**config.mk**
```make
export PLATFORM = sky130hd
export DESIGN_NAME = pc_sp_unit
export DESIGN_NICKNAME = d
export VERILOG_FILES = /design/src/rtl/pc_sp_unit_pkg.sv /design/src/rtl/pc_sp_unit_stack_counter.sv /design/src/rtl/pc_sp_unit.sv
export VERILOG_INCLUDE_DIRS = /design/src /design/src/rtl
export SDC_FILE = /design/constraint.sdc
export NUM_CORES = 1
export LEC_CHECK = 0
export ABC_AREA = 1
export CORE_MARGIN = 5
export CORE_UTILIZATION = 35
export CTS_BUF_LIST = sky130_fd_sc_hd__clkbuf_4
export CTS_CLUSTER_SIZE = 14
export DETAILED_ROUTE_END_ITERATION = 7
export SYNTH_ARGS = -nofsm -noshare
export SYNTH_HDL_FRONTEND = slang
export SYNTH_HIERARCHICAL = 1
export SYNTH_SLANG_ARGS = --single-unit
```
**constraint.sdc**
```tcl
create_clock -name clk -period 3.2 [get_ports clk]
set_input_delay 0.32 -clock clk [delete_from_list [all_inputs] [get_ports clk]]
set_output_delay 0.32 -clock clk [all_outputs]
set_load 0.05 [all_outputs]
```
**src/rtl/symbols.vh**
```
// Shared sequencer state codes and reset constants; included inside pc_sp_unit_pkg.
// Only the package includes this file, so every consumer sees a single definition.
// Codes are 8-bit so they compare directly against the sequencer's state bus.
`ifndef SYMBOLS_VH
`define SYMBOLS_VH

localparam logic [7:0] STATE_NEXT      = 8'h00;
localparam logic [7:0] STATE_FETCH_PC  = 8'h01;
localparam logic [7:0] STATE_FETCH_SP  = 8'h02;
localparam logic [7:0] STATE_STACK_REG = 8'h03;
localparam logic [7:0] STATE_INC_SP    = 8'h04;
localparam logic [7:0] STATE_SET_REG   = 8'h05;
localparam logic [7:0] STATE_JUMP      = 8'h06;
localparam logic [7:0] STATE_STORE_PC  = 8'h07;
localparam logic [7:0] STATE_TMP_JUMP  = 8'h08;
localparam logic [7:0] STATE_RET       = 8'h09;
localparam logic [7:0] STATE_HALT      = 8'h0A;

localparam logic [7:0] PC_RESET = 8'h00;
localparam logic [7:0] SP_RESET = 8'hFF;

`endif

```
**src/rtl/pc_sp_unit_pkg.sv**
```systemverilog
// Shared types and constants for the PC/SP unit.
// Latency: n/a (declarations only).
// Backpressure: n/a.
package pc_sp_unit_pkg;

  `include "symbols.vh"

  localparam int unsigned DATA_W = 8;

  typedef logic [DATA_W-1:0] word_t;

endpackage

```
**src/rtl/pc_sp_unit_stack_counter.sv**
```systemverilog
// Stack pointer register with optional saturating guard (macro STACK_GUARD_EN).
// Latency: value updates on the edge that samples inc/dec.
// Backpressure: none; inc/dec are one-shot requests, dec wins if both are set.
module stack_counter
  import pc_sp_unit_pkg::*;
(
  input  logic  clk,
  input  logic  rst,
  input  logic  inc,
  input  logic  dec,
  output word_t value,
  output logic  ovf,
  output logic  udf
);

  word_t value_d, value_q;

`ifdef STACK_GUARD_EN
  logic ovf_d, ovf_q;
  logic udf_d, udf_q;

  // Next pointer: saturate at the ends and latch the sticky fault flags.
  always_comb begin
    value_d = value_q;
    ovf_d   = ovf_q;
    udf_d   = udf_q;
    if (dec) begin
      if (value_q == 8'h00) ovf_d = 1'b1;
      else                  value_d = value_q - 8'd1;
    end else if (inc) begin
      if (value_q == 8'hFF) udf_d = 1'b1;
      else                  value_d = value_q + 8'd1;
    end
  end

  // Pointer and flag registers.
  always_ff @(posedge clk or posedge rst) begin
    if (rst) begin
      value_q <= SP_RESET;
      ovf_q   <= 1'b0;
      udf_q   <= 1'b0;
    end else begin
      value_q <= value_d;
      ovf_q   <= ovf_d;
      udf_q   <= udf_d;
    end
  end

  assign ovf = ovf_q;
  assign udf = udf_q;
`else
  // Next pointer: plain modulo-256 up/down count.
  always_comb begin
    value_d = value_q;
    if (dec)      value_d = value_q - 8'd1;
    else if (inc) value_d = value_q + 8'd1;
  end

  // Pointer register.
  always_ff @(posedge clk or posedge rst) begin
    if (rst) value_q <= SP_RESET;
    else     value_q <= value_d;
  end

  assign ovf = 1'b0;
  assign udf = 1'b0;
`endif

  assign value = value_q;

endmodule

```
**src/rtl/pc_sp_unit.sv**
```systemverilog
// Program counter, stack pointer and memory address register driven by sequencer state.
// Latency: one action per rising edge on the sampled state; mem_we pulses the cycle after a push.
// Backpressure: none; optional stack guard selected by macro STACK_GUARD_EN.
module pc_sp_unit
  import pc_sp_unit_pkg::*;
(
  input  logic       clk,
  input  logic       reset,
  input  logic [7:0] state,
  input  logic [7:0] bus_in,
  output logic [7:0] addr,
  output logic [7:0] pc,
  output logic [7:0] sp,
  output logic [7:0] pc_data,
  output logic       mem_we,
  output logic       halted,
  output logic       stack_ovf,
  output logic       stack_udf
);

  word_t pc_d, pc_q;
  word_t addr_d, addr_q;
  word_t tmp_d, tmp_q;
  word_t pc_data_d, pc_data_q;
  logic  mem_we_d, mem_we_q;
  logic  halted_d, halted_q;
  logic  sp_inc, sp_dec;
  word_t sp_val;

  // Decode the sampled state into next register values; halted ignores everything.
  always_comb begin
    pc_d      = pc_q;
    addr_d    = addr_q;
    tmp_d     = tmp_q;
    pc_data_d = pc_data_q;
    mem_we_d  = 1'b0;
    halted_d  = halted_q;
    sp_inc    = 1'b0;
    sp_dec    = 1'b0;
    if (!halted_q) begin
      case (state)
        STATE_FETCH_PC: begin
          addr_d = pc_q;
          pc_d   = pc_q + 8'd1;
        end
        STATE_FETCH_SP:  addr_d = sp_val;
        STATE_STACK_REG: begin
          sp_dec   = 1'b1;
          mem_we_d = 1'b1;
        end
        STATE_INC_SP:    sp_inc = 1'b1;
        STATE_SET_REG:   tmp_d  = bus_in;
        STATE_JUMP:      pc_d   = bus_in;
        STATE_STORE_PC: begin
          addr_d    = sp_val;
          pc_data_d = pc_q;
          sp_dec    = 1'b1;
          mem_we_d  = 1'b1;
        end
        STATE_TMP_JUMP:  pc_d     = tmp_q;
        STATE_RET:       pc_d     = bus_in;
        STATE_HALT:      halted_d = 1'b1;
        default: ;
      endcase
    end
  end

  // Architectural registers; reset clears any half-finished sequence.
  always_ff @(posedge clk or posedge reset) begin
    if (reset) begin
      pc_q      <= PC_RESET;
      addr_q    <= 8'h00;
      tmp_q     <= 8'h00;
      pc_data_q <= 8'h00;
      mem_we_q  <= 1'b0;
      halted_q  <= 1'b0;
    end else begin
      pc_q      <= pc_d;
      addr_q    <= addr_d;
      tmp_q     <= tmp_d;
      pc_data_q <= pc_data_d;
      mem_we_q  <= mem_we_d;
      halted_q  <= halted_d;
    end
  end

  stack_counter u_stack (
    .clk   (clk),
    .rst   (reset),
    .inc   (sp_inc),
    .dec   (sp_dec),
    .value (sp_val),
    .ovf   (stack_ovf),
    .udf   (stack_udf)
  );

  assign pc      = pc_q;
  assign addr    = addr_q;
  assign sp      = sp_val;
  assign pc_data = pc_data_q;
  assign mem_we  = mem_we_q;
  assign halted  = halted_q;

endmodule

```
; After elaboration in Yosys (flattened, before gate mapping)
; Index checks and enable logic that the tools add are counted.
[word_totals]
elab_cells = 41
regBits = 42
out_inout_bits = 36
in_bits = 18
[classes]
reduce_logical = 10
muxes = 10
add_sub_neg = 3
bitwise_logic = 1
eq_ne = 10
[op_table]
columns = op, n
row1 = $eq 8x3->1 const B, 4
row2 = $eq 8x4->1 const B, 3
row3 = $pmux 8 s3, 1
row4 = $add 8x1->8 const B, 2
row5 = $eq 8x2->1 const B, 2
row6 = $mux 8, 2
row7 = $pmux 8 s2, 1
row8 = $eq 8x1->1 const B, 1
row9 = $reduce_and 2->1, 4
row10 = $sub 8x1->8 const B, 1
row11 = $mux 1, 6
row12 = $reduce_or 2->1, 3
row13 = $reduce_bool 2->1, 2
row14 = $reduce_bool 3->1, 1
row15 = $not 1->1, 1

; Depth between registers and ports, before layout
; Gate-level depths: netlist of run 1.
[depth]
ltp_word = 5
ltp_mapped = 16
depth_no_buf = 15

; Modules after synthesis
; Netlist of run 1, hierarchy kept.
[modules_own_cells]
columns = mod, area_each_um2, instances, cells_each, seq_area_each_um2
row1 = pc_sp_unit, 2015.7, 1, 282, 850.8
row2 = stack_counter, 655.6, 1, 90, 210.2

; Worst setup path after synthesis of run 1
; OpenSTA, ideal clock, no wires.
[synth_path]
kind = input -> register
start = in state[4]
end = reg u_stack.value_q[4], in the netlist u_stack/value[4]
slack_ns = 0.436
n_path_buf = 1
arrival_ns = 2.692
path_stages = 12
cell_sequence = inv_1 nand2_1 nor2_2 buf_6 inv_2 nor4_1 ha_1 or2_1 and2_4 nand2_2 nand2_1 o21ai_1
[synth_between]
elab_chain_len = 5
elab_cells_between_ends = 10
[synth_rtl]
columns = element, line
row1 = "start, declared", pc_sp_unit.sv:9  ; input logic [7:0] state,
row2 = $eq 8x3->1 / $eq 8x2->1 (equally long branches), --
row3 = $reduce_or 2->1 (no line) (*), --
row4 = $mux 1 (*) (2 in series), --
row5 = named net mem_we_d, pc_sp_unit.sv:25  ; logic mem_we_d, mem_we_q;
row6 = $mux 8 / $reduce_bool 2->1 (equally long branches), --
row7 = "end signal, assigned", pc_sp_unit_stack_counter.sv:62  ; else value_q <= value_d;
row8 = "end, declared", pc_sp_unit_stack_counter.sv:16  ; word_t value_d, value_q;
; Mark *: on every way through the listed nets, which the timed path passes. The rest lies on a longest branch.
; A chain may end at the register's enable or synchronous reset.

; Final worst setup path of run 1
[layout_path]
start = in state[4]
end = reg u_stack.value_q[6], in the netlist u_stack/value[6]
; Same word-level chain as after synthesis.

==> run metrics, run 1 <==
outcome=finished, final reports clean; post-route ant nets=0; Syn Area/Cell=7.18 sq um; Tot GR Track Use=0.136; Finished Layout Cells=523; most frequent cells in the layout=nand2_1, nand3_1, clkdlybuf4s50_1, inv_1, dfrtp_1; CTS tree=done; area grow syn2layout=23.7%; die area=0.00948 sq mm; max incr delay on CP=0.39 ns; share of layout cells above drive strength 1=0.0991; Fin Clk Skew=0.00882 ns; Distinct cells, synth=31; Max VDD drop=146 uV; H-tree depth=2; RSZ-0062 raised after global routing=false; actual slew at the worst max-slew pin=0.700 ns; drt first pass iters=4; buffers inserted by post-CTS timing repair=0; Critical Path Sink Type=flip-flop; Synth area leaders=dfrtp_1, nand2_1, nand3_1; global-route wire length before repair=about 11000 um; worst setup margin=between 1 and 1.5 ns; static leakage=about 0.0017 uW; vias in the first global route=2234; Avg Vias per Cell=4.55; fmax=~470 MHz; wire per inst=12.2 um; Fillers=around 780; Max-Cap Viols=0; initial antenna violation count=0; Skew-Pair Late Insertion Delay=0.35 ns; Starting Density=0.364; CP dominant cell by count=nand2_1; Remaining DRCs=0; Seq cells post-synth=42; via count=about 2400; Core ar.=about 0.0073 sq mm; Slowest cell on crit path=clkdlybuf4s50_1; startpoint types=primary input; Yosys top cell area share=0.319; setup TNS=0 ns; total gr overflow=0; Post-DP HPWL=around 5000 um; Place WS=roughly 0.69 ns; setup violators final=0; Yosys top cell by area=dfrtp_1; WS Path Type=in2reg; hold_buf cts=0; crit path max fanout=10; RD Place Congestion=0.802; Die H=~97 um; clk sinks=42; Antenna diodes=0; Reg clk slew, reported paths=0.12 ns; Pins Over Slew Limit=0; Total Power=871 uW; largest net degree at the start of global routing=35; Rel. slew slack=0.532; Die Wd=between 90 and 100 um; Synthesis Warnings=6; CP cell instances=clkdlybuf4s50_1 > inv_1 > nand2_1 > nor2_2 > inv_2 > nor4_1 > buf_4 > inv_1 > fa_1 > inv_1 > nand2_1 > nand2_1 > nand3b_1 > nand2_1 > nand2_1 > nand3_1 > nand2_1; row cnt=31; PortBufs=51; Routed WL=about 6400 um; Max clock buf depth=2; fin crit share=0.662; most common cell after layout, fill and taps aside=nand2_1; initial DRC count=121; Critical Path RT=3.49 ns; Hold Fails Final Rpt=0; Hold/Removal Path Class=in2async; sequential area share after synthesis=0.397; Nets=450; pwr/cell area=roughly 260 mW/mm^2; CTS buffer count=5; clock root buffer master=clkbuf_4; critical path arrival=about 2.4 ns; final critical-path required period=2.12 ns; Syn Inst Count=approximately 370; Mapped Area=0.00267 sq mm; Top Ports=54; cts repair resizes=0; placed instance count=516
[worst max-delay path, delay by kind of cell]
kind | cells | cell delay [ns]
adder cells (fa/ha/maj) | 1 | 0.39
AND/OR/NAND/NOR | 10 | 0.83
buffers and inverters | 6 | 0.87
[layer usage]
metal,global-route usage,up-vias,share of wire
met2,0.215,51,0.46
met5,0,-,0
met4,0.0351,0,0.0077
li1,-,1254,-
met3,0.0280,2,0.051
met1,0.190,1072,0.49
[state kept, by name, summed over array words and instances (netlist names)]
signal and cells:
addr 8, pc 8, pc_data 8, tmp_q 8, u_stack/value 8, halted 1, mem_we 1
[report_power, final]
| group | switching (uW) | internal [uW] | leakage, uW |
|---|---|---|---|
| clock network | 165 | 100 | 0.0000322 |
| registers | 0.661 | 532 | 0.000511 |
| logic | 45.6 | 27.9 | 0.00117 |
| total | 211 | 660 | 0.00171 |
[cell type report]
cell class	count	area [sq um]	share of cell area
clock buffer	7	52.6	0.0159
inverter	49	185	0.0561
multi-input combinational	271	1340	0.406
sequential	42	1060	0.321
tap	99	124	0.0375
timing repair buffer	55	541	0.164
[logic make-up after synthesis]
family          share of synthesized area
compound gates                     0.0520
flops                               0.397
simple gates                        0.387
fa+ha+maj                          0.0403
buf+inv                             0.103
other cells                       0.00140
xor+xnor                           0.0197
[cells in the mapped netlist]
cell	instances
dfrtp_1	34
nor2_4	1
and2_4	1
buf_2	2
buf_4	4
o21ai_2	2
nand3_1	55
fa_1	1
nor3_1	1
nand3_2	1
inv_1	47
nand3b_1	2
nor2_1	14
or2_1	2
nor4_1	1
inv_2	1
o21ai_1	4
nand2_1	138
nand2_4	5
ha_1	7
dfstp_2	8
clkinv_2	1
buf_6	4
a21oi_1	3
nand2_2	8
clkbuf_1	1
conb_1	1
xor2_1	6
o21ai_0	14
a21oi_4	1
nor2_2	2
[worst paths after layout]
kind,startpoint,endpoint,slack [ns],cells past startpoint
setup reg to reg,halted$_DFF_PP0_,u_stack/value[6]$_DFFE_PP1P_,1.17,12
setup / recovery,state[4],u_stack/value[6]$_DFFE_PP1P_,1.08,17
hold reg to reg,tmp_q[4]$_DFFE_PP0P_,tmp_q[4]$_DFFE_PP0P_,0.48,2
max in group asynchronous,reset,pc[1]$_DFFE_PP0P_,2.49,3
min in group clk,tmp_q[4]$_DFFE_PP0P_,tmp_q[4]$_DFFE_PP0P_,0.48,2
hold / removal,reset,pc[5]$_DFFE_PP0P_,0.40,3
[per-stage QoR]
step                instance area [sq um]  hold slack [ns]  utilization
global placement                     3250            0.455        0.443
CTS                                  3300            0.414        0.451
detailed placement                   3250            0.459        0.443
floorplan                            2680            0.363            -
global route                         3300            0.452        0.451
finish                               3300            0.397        0.451
Power figures use the tool's default switching activity.
==> inputs of run 2 (changes only) <==
Clock period 3.2 ns to 1.8 ns, I/O delays scaled along.
==> run metrics, run 2 (synthesis gave the netlist of run 1 again) <==
clock share of power=0.364; clock root buffer master=clkbuf_4; Nets=483; Starting Density=0.364; wire per inst=12.1 um; fin crit share=0.975; Tot GR Track Use=0.147; Pins Over Slew Limit=0; Fin Clk Skew=0.0227 ns; initial antenna violation count=0; post-route ant nets=0; largest net degree at the start of global routing=35; Die H=approximately 97 um; Post-DP HPWL=between 5000 and 6000 um; static leakage=0.00197 uW; startpoint types=flip-flop; final critical-path required period=1.76 ns; Max clock buf depth=2; setup violators final=0; H-tree depth=2; most common cell after layout, fill and taps aside=nand2_1; setup TNS=0 ns; PortBufs=51; actual slew at the worst max-slew pin=0.506 ns; Hold Fails Final Rpt=0; initial DRC count=112; via count=approximately 2500; sw power=424 uW; Slowest cell on crit path=dfrtp_2; critical path arrival=2.07 ns; Total Power=1720 uW; Top Ports=54; drt first pass iters=4; Antenna diodes=0; CTS buffer count=5; RSZ-0062 raised after global routing=true; internal power=1300 uW; outcome=finished, final reports clean; Avg Vias per Cell=around 4.5; Sw Share=0.246; total gr overflow=0; CP dominant cell by count=nand2_1; fmax=approximately 570 MHz; global-route wire length before repair=11700 um; Remaining DRCs=0; Fillers=735; Core ar.=between 0.007 and 0.008 sq mm; Util after Layout=0.504; Max VDD drop=340 uV; RD Place Congestion=0.831; reg-to-reg endpoint=u_stack/value[5]$_DFFE_PP1P_; Worst R2R Setup Slack=0.04 ns; vias in the first global route=around 2500; Hold/Removal Path Class=in2async; Reg2Reg Depth=9; reg2reg start=halted$_DFF_PP0_; CP cell instances=nor4_4 > buf_6 > ha_4 > or2_1 > nand3b_1 > nand2_1 > nand2_1 > nand3_1 > nand2_1; Routed WL=roughly 6700 um; pwr/cell area=466 mW/mm^2; Logic pwr share=0.086; clk sinks=42; WS Path Type=reg2reg; area grow syn2layout=38.4%; share of layout cells above drive strength 1=0.245; CTS tree=done; Critical Path Sink Type=flip-flop; max incr delay on CP=0.45 ns; Die Wd=between 90 and 100 um; Skew-Pair Late Insertion Delay=0.36 ns; Sequential Power Share=0.550; Max-Cap Viols=0; die area=0.00948 sq mm; row cnt=31; Critical Path RT=2.12 ns; crit path max fanout=7; Rel. slew slack=0.662; most frequent cells in the layout=nand2_1, nand3_1, buf_4, inv_1, dfrtp_1; Reg clk slew, reported paths=0.14 ns
## run 2: cell types whose count changed in the layout (fill, tap and decap cells not counted), sizes merged
cell	previous run	this run
buf	4	53
bufinv	0	1
clkbuf	7	5
clkdlybuf4s15	0	4
clkdlybuf4s50	51	27
clkinvlp	0	2
dlygate4sd2	0	1
dlymetal6s2s	0	3
## run 2: how the worst max path moves through the flow
stage / start / endpoint / slack (ns) / cells past startpoint
2_1_floorplan: halted$_DFF_PP0_ / u_stack/value[4]$_DFFE_PP1P_ / -0.23 / 7
3_3_place_gp: state[1] / u_stack/value[7]$_DFFE_PP1P_ / -0.37 / 11
3_5_place_dp: state[5] / u_stack/value[5]$_DFFE_PP1P_ / -0.39 / 14
4_1_cts: state[0] / u_stack/value[5]$_DFFE_PP1P_ / 0.01 / 13
5_1_grt: halted$_DFF_PP0_ / u_stack/value[5]$_DFFE_PP1P_ / -0.04 / 9
6_report: halted$_DFF_PP0_ / u_stack/value[5]$_DFFE_PP1P_ / 0.04 / 9
## run 2: area by class of cell
| class | instances | area [sq um] | area share |
|---|---|---|---|
| Inverter | 49 | 188 | 0.0508 |
| Sequential cell | 42 | 1060 | 0.287 |
| Multi-Input combinational cell | 271 | 1460 | 0.395 |
| Clock buffer | 5 | 37.5 | 0.0102 |
| Clock inverter | 3 | 45.0 | 0.0122 |
| Timing Repair Buffer | 88 | 782 | 0.212 |
| Tap cell | 99 | 124 | 0.0335 |
## run 2: repair_timing
item	CTS	global route
hold endpoints to repair	0	0
gates resized for setup	10	28
buffers inserted	2	2
hold buffers	0	0
pin swaps	11	11
setup endpoints to repair	5	6
## run 2: power groups by stage
stage / Sequential, uW / Clock, uW / Combinational, uW
6_report: 948 / 628 / 148
5_1_grt: 949 / 691 / 163
4_1_cts: 948 / 644 / 149
3_5_place_dp: 965 / 0 / 151
3_3_place_gp: 965 / 0 / 149
2_1_floorplan: 972 / 0 / 68.0
## run 2: per-stage QoR
| step | setup slack, ns | cell area [sq um] | instances | hold WS (ns) |
|---|---|---|---|---|
| after floorplan | -0.227 | 2690 | 373 | 0.223 |
| after global placement | -0.370 | 3460 | 545 | 0.454 |
| after detailed placement | -0.386 | 3460 | 545 | 0.460 |
| after CTS | 0.0145 | 3570 | 555 | 0.255 |
| after global routing | -0.0413 | 3700 | 557 | 0.276 |
| final | 0.0442 | 3700 | 557 | 0.232 |
## run 2: critical path, delay by kind of cell, from the launching register on
family | cells | cell delay, ns
flip-flops | 1 | 0.45
adder cells (fa/ha/maj) | 1 | 0.21
buffers and inverters | 1 | 0.20
AND/OR/NAND/NOR | 7 | 0.86
## run 2: per-layer routing
metal  GRT usage  wire, um
met5           0         0
met4      0.0383        74
met3      0.0309       293
met2       0.228      2990
met1       0.209      3380
==> inputs of run 3 (changes only) <==
Settings changed: CELL_PAD_IN_SITES_DETAIL_PLACEMENT set to 1, CELL_PAD_IN_SITES_GLOBAL_PLACEMENT set to 2, CORE_UTILIZATION 35 to 27, PLACE_DENSITY_LB_ADDON set to 0.1.
==> run metrics, run 3 (synthesis gave the netlist of run 1 again) <==
outcome=finished, final reports clean; CTS buffer count=5; Fillers=1254; clk sinks=42; pwr/cell area=429 mW/mm^2; Reg clk slew, reported paths=0.14 ns; total gr overflow=0; Max clock buf depth=2; Antenna diodes=0; Post-DP HPWL=roughly 6200 um; drt first pass iters=4; Pins Over Slew Limit=0; RD Place Congestion=0.768; fmax=567 MHz; crit path max fanout=5; Max-Cap Viols=0; global-route wire length before repair=13400 um; Fin Clk Skew=between 0.015 and 0.02 ns; Nets=just under 500; Hold Fails Final Rpt=0; die area=about 0.012 sq mm; Avg Vias per Cell=4.30; reg-to-reg endpoint=u_stack/value[6]$_DFFE_PP1P_; Reg2Reg Depth=12; fin crit share=0.979; Tot GR Track Use=0.142; Skew-Pair Late Insertion Delay=0.36 ns; placed instance count=578; Top Ports=54; Remaining DRCs=0; H-tree depth=2; CTS tree=done; largest net degree at the start of global routing=35; final critical-path required period=1.76 ns; area grow syn2layout=38.9%; most common cell after layout, fill and taps aside=nand2_1; Die H=109 um; PortBufs=51; Core ar.=about 0.0097 sq mm; post-route ant nets=0; critical path arrival=2.06 ns; most frequent cells in the layout=nand2_1, nand3_1, buf_4, inv_1, dfrtp_1; setup violators final=0; clock root buffer master=clkbuf_4; initial DRC count=67; actual slew at the worst max-slew pin=0.530 ns; WS Path Type=reg2reg; Critical Path RT=2.10 ns; Worst R2R Setup Slack=approximately 0.037 ns; reg2reg start=halted$_DFF_PP0_; Hold/Removal Path Class=in2async; Routed WL=7990 um; vias in the first global route=2605; worst setup margin=0.0373 ns; Max VDD drop=between 150 and 200 uV; share of layout cells above drive strength 1=0.237; hold_buf cts=0; RSZ-0062 raised after global routing=true; Die Wd=109 um; Starting Density=0.275; Critical Path Sink Type=flip-flop; startpoint types=flip-flop; Finished Layout Cells=593; via count=roughly 2600; static leakage=0.00194 uW; Rel. slew slack=0.648; initial antenna violation count=0; Place WS=-0.425 ns; wire per inst=roughly 13 um; setup TNS=0 ns; row cnt=36
[run 3: how the worst max path moves through the flow]
stage / startpoint / endpoint / slack [ns] / cells past startpoint
global placement: state[4] / u_stack/value[6]$_DFFE_PP1P_ / -0.34 / 17
detailed placement: state[4] / u_stack/value[6]$_DFFE_PP1P_ / -0.43 / 17
finish: halted$_DFF_PP0_ / u_stack/value[6]$_DFFE_PP1P_ / 0.04 / 12
global route: halted$_DFF_PP0_ / u_stack/value[6]$_DFFE_PP1P_ / -0.11 / 12
CTS: state[6] / u_stack/value[6]$_DFFE_PP1P_ / 0.008 / 17
floorplan: halted$_DFF_PP0_ / u_stack/value[4]$_DFFE_PP1P_ / -0.23 / 7
[run 3: worst max-delay path: stages, from the launching register on]
cell and delay (ns):
dfrtp_2 0.45, nor4_4 0.17, buf_6 0.17, inv_4 0.03, fa_2 0.36, inv_2 0.05, nand2_1 0.04, nand2_1 0.07
nand3b_1 0.10, nand2_1 0.08, nand2_1 0.05, nand3_1 0.07, nand2_1 0.06
[run 3: layer usage]
| metal | vias to the layer above | wire length (um) | GRT usage |
|---|---|---|---|
| met2 | 46 | 3630 | 0.226 |
| met5 | - | 0 | 0 |
| met1 | 1171 | 4010 | 0.199 |
| met3 | 6 | 273 | 0.0258 |
| li1 | 1329 | - | - |
| met4 | 0 | 81 | 0.0321 |
[run 3: layout make-up]
class / count / area, sq um / share of cell area
clock buffer: 6 / 45.0 / 0.0121
clock inverter: 2 / 10.0 / 0.00270
inverter: 49 / 188 / 0.0506
multi-input combinational: 271 / 1420 / 0.382
sequential: 42 / 1060 / 0.286
tap: 133 / 166 / 0.0449
timing repair buffer: 90 / 822 / 0.222
[run 3: report_power, final]
group          internal [uW]  leakage [uW]  total [uW]  switching [uW]
Sequential               947      0.000511         948            1.16
Combinational           62.3       0.00140         151            89.1
Clock                    165     0.0000354         492             328
[run 3: stage by stage]
| stage | area [sq um] | util | total power [uW] | hold WS [ns] |
|---|---|---|---|---|
| 2_1_floorplan | 2690 | - | 1040 | 0.223 |
| 3_3_place_gp | 3530 | 0.363 | 1120 | 0.454 |
| 3_5_place_dp | 3530 | 0.363 | 1120 | 0.462 |
| 4_1_cts | 3590 | 0.369 | 1630 | 0.247 |
| 5_1_grt | 3710 | 0.381 | 1690 | 0.281 |
| 6_report | 3710 | 0.381 | 1590 | 0.245 |
[run 3: what timing repair did]
item | 4_1_cts | 5_1_grt
setup endpoints to repair | 6 | 6
gates resized for setup | 11 | 18
setup buffers | 0 | 6
gates cloned | 1 | 0
pin swaps | 10 | 11
